File: config.mk
export PLATFORM = sky130hd
export DESIGN_NAME = data_receiver
export DESIGN_NICKNAME = d
export VERILOG_FILES = /design/src/rtl/data_receiver.sv
export SDC_FILE = /design/constraint.sdc
export NUM_CORES = 1
export LEC_CHECK = 0
export CAP_MARGIN = 10
export CORE_MARGIN = 4
export CORE_UTILIZATION = 45
export CTS_CLUSTER_DIAMETER = 200
export DETAILED_ROUTE_END_ITERATION = 10
export GPL_TIMING_DRIVEN = 0
export PLACE_DENSITY = 0.66
export SETUP_SLACK_MARGIN = 0.5
export SYNTH_ARGS = -nofsm -noshare
export SYNTH_HDL_FRONTEND = slang
export SYNTH_SLANG_ARGS = --single-unit
export TNS_END_PERCENT = 5
File: constraint.sdc
create_clock -name clk -period 2.65 [get_ports clk]
set_input_delay 0.3975 -clock clk [delete_from_list [all_inputs] [get_ports clk]]
set_output_delay 0.3975 -clock clk [all_outputs]
set_load 0.005 [all_outputs]
File: src/rtl/data_receiver.sv
// Deserialiser for the data_transmitter serial link: resynchronises the three
// link lines, rebuilds 64-bit words from 8 LSB-first bytes and flags malformed frames.
module data_receiver #(
    parameter int SYNC_STAGES = 2,
    parameter int GAP_TIMEOUT = 4096
) (
    input  logic        clk,
    input  logic        rst,
    input  logic        line_transmission,
    input  logic        line_clock,
    input  logic        line_data,
    output logic [63:0] data,
    output logic        valid,
    output logic        busy,
    output logic        frame_error
);

    localparam int GW = $clog2(GAP_TIMEOUT + 1);
    localparam logic [GW-1:0] GAP_LAST = GW'(GAP_TIMEOUT - 1);

    typedef enum logic [1:0] {IDLE, BYTE, GAP} state_t;

    logic [SYNC_STAGES-1:0] tr_sync_q, ck_sync_q, dt_sync_q;
    logic                   tr_dly_q, ck_dly_q;
    logic                   tr_s, ck_s, dt_s;
    logic                   tr_rise, tr_fall, ck_rise, sample;

    state_t         state_q, state_d;
    logic [3:0]     bit_cnt_q, bit_cnt_d;
    logic [2:0]     idx_q, idx_d;
    logic [7:0]     shift_q, shift_d;
    logic [63:0]    slot_q, slot_d;
    logic [GW-1:0]  gap_cnt_q, gap_cnt_d;
    logic [63:0]    data_q, data_d;
    logic           valid_q, valid_d;
    logic           ferr_q, ferr_d;
    logic           abort;

    always_ff @(posedge clk) begin
        if (rst) begin
            tr_sync_q <= '0;
            ck_sync_q <= '0;
            dt_sync_q <= '0;
            tr_dly_q  <= 1'b0;
            ck_dly_q  <= 1'b0;
        end else begin
            tr_sync_q <= {tr_sync_q[SYNC_STAGES-2:0], line_transmission};
            ck_sync_q <= {ck_sync_q[SYNC_STAGES-2:0], line_clock};
            dt_sync_q <= {dt_sync_q[SYNC_STAGES-2:0], line_data};
            tr_dly_q  <= tr_s;
            ck_dly_q  <= ck_s;
        end
    end

    assign tr_s    = tr_sync_q[SYNC_STAGES-1];
    assign ck_s    = ck_sync_q[SYNC_STAGES-1];
    assign dt_s    = dt_sync_q[SYNC_STAGES-1];
    assign tr_rise = tr_s & ~tr_dly_q;
    assign tr_fall = ~tr_s & tr_dly_q;
    assign ck_rise = ck_s & ~ck_dly_q;
    // A clock edge coinciding with the framing fall is dropped: tr_s is already low.
    assign sample  = ck_rise & tr_s;

    always_ff @(posedge clk) begin
        if (rst) begin
            state_q   <= IDLE;
            bit_cnt_q <= '0;
            idx_q     <= '0;
            shift_q   <= '0;
            slot_q    <= '0;
            gap_cnt_q <= '0;
            data_q    <= '0;
            valid_q   <= 1'b0;
            ferr_q    <= 1'b0;
        end else begin
            state_q   <= state_d;
            bit_cnt_q <= bit_cnt_d;
            idx_q     <= idx_d;
            shift_q   <= shift_d;
            slot_q    <= slot_d;
            gap_cnt_q <= gap_cnt_d;
            data_q    <= data_d;
            valid_q   <= valid_d;
            ferr_q    <= ferr_d;
        end
    end

    always_comb begin
        state_d   = state_q;
        bit_cnt_d = bit_cnt_q;
        idx_d     = idx_q;
        shift_d   = shift_q;
        slot_d    = slot_q;
        gap_cnt_d = gap_cnt_q;
        data_d    = data_q;
        valid_d   = 1'b0;
        ferr_d    = 1'b0;
        abort     = 1'b0;

        case (state_q)
            IDLE: begin
                if (tr_rise) begin
                    state_d   = BYTE;
                    idx_d     = '0;
                    bit_cnt_d = '0;
                    shift_d   = '0;
                end
            end
            BYTE: begin
                if (sample) begin
                    if (bit_cnt_q == 4'd8) begin
                        abort = 1'b1;
                    end else begin
                        shift_d   = {dt_s, shift_q[7:1]};
                        bit_cnt_d = bit_cnt_q + 4'd1;
                        if (bit_cnt_q == 4'd7) begin
                            slot_d[{idx_q, 3'b000} +: 8] = shift_d;
                        end
                    end
                end else if (tr_fall) begin
                    if (bit_cnt_q != 4'd8) begin
                        abort = 1'b1;
                    end else if (idx_q != 3'd7) begin
                        idx_d     = idx_q + 3'd1;
                        gap_cnt_d = '0;
                        state_d   = GAP;
                    end else begin
                        state_d = IDLE;
                        data_d  = slot_q;
                        valid_d = 1'b1;
                    end
                end
            end
            GAP: begin
                // Timeout wins over a simultaneous framing edge.
                if (gap_cnt_q == GAP_LAST) begin
                    abort = 1'b1;
                end else if (tr_rise) begin
                    state_d   = BYTE;
                    bit_cnt_d = '0;
                    shift_d   = '0;
                    gap_cnt_d = '0;
                end else begin
                    gap_cnt_d = gap_cnt_q + 1'b1;
                end
            end
            default: state_d = IDLE;
        endcase

        if (abort) begin
            state_d   = IDLE;
            ferr_d    = 1'b1;
            bit_cnt_d = '0;
            idx_d     = '0;
            shift_d   = '0;
            slot_d    = '0;
            gap_cnt_d = '0;
        end
    end

    assign data        = data_q;
    assign valid       = valid_q;
    assign frame_error = ferr_q;
    assign busy        = (state_q != IDLE);

endmodule

==> flow_summary_export.csv <==
group,metric,value,unit
status,status,"completed",
sta,hold_viol_final,0,
detailed_routing,via_per_inst,5.46,
setup_path,cpPeakStageDelay,0.38,ns
floorplan,core,14100,µm²
detailed_routing,drc,0,
floorplan,die_area,16600,µm²
setup_path,endpoint_kind,"flip-flop",
worst_hold_path,hold_path_class,"flip-flop to flip-flop",
setup_path,crit_chain,"ha_4, ha_4, nand2b_4, o32ai_4, nand4_4, buf_6, buf_4, buf_6, mux2_4, nor2_2",
placement,port_buffers,71,
sta,rsz0062_at_grt,"true",
power,p_seq_frac,0.473,
floorplan,initial_core_util,0.466,
yosys,ys_ff_latch,167,
detailed_routing,drt_iter0_markers,381,
clock_network,cts_htree_levels,4,
run,cap_violations,0,
sta,min_period,2.19,ns
setup_path,crit_family,"simple AND/OR/NAND/NOR gates",
power,sw_frac_of_total,0.243,
global_routing,grt_pass1_wl,27300,µm
clock_network,clkTransAtPathRegs,0.06,ns
sta,finalCritPeriodShare,0.826,
layout,layout.nets,937,
power,vdd_drop_max,0.545,mV
detailed_routing,drt_pass1_iterations,5,
setup_path,startpoint_type,"flip-flop",
detailed_routing,wirelength,17200,µm
sta,setup_tns,0,ns
placement,post-dp-hpwl,11900,µm
yosys,synthFlopType,"dfxtp_1",
setup_path,cp_num_buf_inv,3,
yosys,yosysWarnings,0,
detailed_routing,detail-route-antenna-nets,0,
yosys,ys_seq_area_frac,0.509,
clock_network,clock_path_buffers,2,
yosys,synth_edf_count,0,
sta,tightest_slew,0.810,ns
placement,placed_area,7510,µm²
detailed_routing,detail_route.wl_per_cell,15.5,µm
sta,fin_skew,0.00887,ns
power,switchingPower,1.31,mW
yosys,syn-num-nets,817,
layout,stdcell_area,8600,µm²
yosys,netlist-cell-type-count,39,
clock_network,cts_tree,"built",
floorplan,num_rows,43,
setup_path,slowest_stage,"dfxtp_4",
power,p_int,4.08,mW
sta,finalSetupViolations,0,
clock_network,hold_buffers,0,
power,p_leak,3.04,nW
sta,max_freq,457,MHz
layout,final_util,0.610,
yosys,syn_inst,798,
global_routing,grt_max_degree,17,
setup_path,worstPathArrival,2.55,ns
layout,syn_to_final_growth,31.0,%
global_routing,grt_pass1_vias,5679,
layout,diodes,0,
global_routing,overflow,0,
global_routing,antenna_found_initial,0,
placement,gp_congestion,0.849,
sta,slew_headroom,0.460,
detailed_routing,num_vias,6053,
floorplan,fp.dieH,129,µm
setup_path,path_class,"flip-flop to flip-flop",
layout,layout-drive-gt1-share,0.139,
power,powerDensity,626,nW/µm²
power,p_total,5.38,mW
floorplan,die_w,129,µm
floorplan,pin_count,72,
power,clkPwrFrac,0.430,
sta,hold-worst-slack,0.441,ns
setup_path,critPathMaxFanout,7,
global_routing,grt_usage,0.206,
yosys,synth_area,6570,µm²
sta,slew_violations,0,
clock_network,cts-buffers-inserted,17,
clock_network,cts-root-buf,"clkbuf_16",
setup_path,required,3.01,ns
clock_network,cts.sinks,167,
yosys,syn_area_per_cell,8.23,µm²
layout,final_common_cell,"nand2_1",
power,p_comb_frac,0.096,
yosys,synthArstFlopShare,0,
layout,most-common-layout-cells,"nand2_1 (200), dfxtp_1 (160), a21oi_1 (136), clkdlybuf4s50_1 (71), nand3_1 (46)",
clock_network,clk_latency,0.43,ns
setup_path,r2r_slack,0.46,ns
==> area by class of cell <==
class | count | area, µm²
clock inverters | 6 | 68.8
plain buffers | 58 | 327
well taps | 180 | 225
repair buffers | 101 | 967
inverters | 11 | 45.0
clock buffers | 24 | 482
fillers | 1209 | 5490
multi-input cells | 562 | 3130
flip-flops and latches | 167 | 3360
==> routing by layer <==
metal	global-route usage	vias to the layer above	part of all wire
met3	0.0540	38	0.067
met5	0	-	0
met2	0.336	189	0.47
met4	0.0902	0	0.029
li1	-	2972	-
met1	0.258	2854	0.44
==> registers in the layout (all words and copies together), names as in the netlist, 2 cells and up <==
name and count:
idx_q 3, data 64, tr_sync_q 2, gap_cnt_q 13, shift_q 7, bit_cnt_q 4, state_q 2, ck_sync_q 2
slot_q 64, dt_sync_q 2
==> worst paths after layout <==
kind,start,to,depth (start not counted)
min,dt_sync_q[0],dt_sync_q[1],1
max,idx_q[0],gap_cnt_q[0],10
max reg2reg,idx_q[0],gap_cnt_q[0],10
min reg2reg,dt_sync_q[0],dt_sync_q[1],1
==> worst reg2reg max path: stages, from the launching register on <==
cell and delay (ns):
dfxtp_4 0.38, ha_4 0.18, ha_4 0.16, nand2b_4 0.15, o32ai_4 0.32, nand4_4 0.18
buf_6 0.16, buf_4 0.12, buf_6 0.10, mux2_4 0.26, nor2_2 0.10
==> power groups by stage <==
stage	logic [mW]	clock network (mW)	registers, mW
after floorplan	0.322	0	2.60
after global routing	0.557	2.46	2.55
after detailed placement	0.445	0	2.60
after global placement	0.427	0	2.60
after CTS	0.466	2.36	2.55
final	0.519	2.32	2.55
==> through the flow <==
stage	setup slack (ns)	std cells
3_3_place_gp	0.00893	1049
2_1_floorplan	0.476	798
4_1_cts	0.356	1088
6_report	0.462	1109
3_5_place_dp	-0.0613	1049
5_1_grt	0.399	1109
==> synth_stat cells (2+ instances only) <==
library cell | n | area, µm²
nand3_1 | 46 | 230
buf_1 | 3 | 11.3
a31oi_1 | 5 | 31.3
nor2b_1 | 9 | 56.3
a21o_1 | 2 | 15.0
nor2_1 | 29 | 109
nand2b_1 | 4 | 25.0
o21a_1 | 3 | 22.5
buf_2 | 10 | 50.1
nand4_1 | 29 | 181
nand2_1 | 203 | 762
ha_1 | 14 | 175
inv_1 | 11 | 41.3
o211ai_1 | 3 | 22.5
nor3b_1 | 2 | 15.0
o21ai_0 | 9 | 45.0
nor3_1 | 9 | 45.0
a21oi_1 | 139 | 696
or3b_2 | 4 | 35.0
and3_1 | 6 | 37.5
or4_1 | 5 | 37.5
nand4b_1 | 2 | 17.5
and2_1 | 3 | 18.8
nor4_1 | 6 | 37.5
clkbuf_1 | 42 | 158
dfxtp_1 | 167 | 3340
buf_6 | 2 | 22.5
mux2i_1 | 20 | 200
==> logic make-up (layout without fill, tap and decap cells) <==
logic type               after synthesis  in the layout  synth area share
AO/OA/AOI/OAI                        164            164             0.134
adder cells (fa/ha/maj)               14             14            0.0267
buffers and inverters                 69            200            0.0442
flip-flops                           167            167             0.509
multiplexers                          21             21            0.0322
AND/OR/NAND/NOR                      363            363             0.254
==> what timing repair did <==
item | CTS | global route
pin swaps | 4 | 12
resized for setup | 39 | 66
gates cloned | 0 | 0
endpoints found under the setup margin | 151 | 151
setup buffers | 9 | 21
Power figures use the tool's default switching activity.
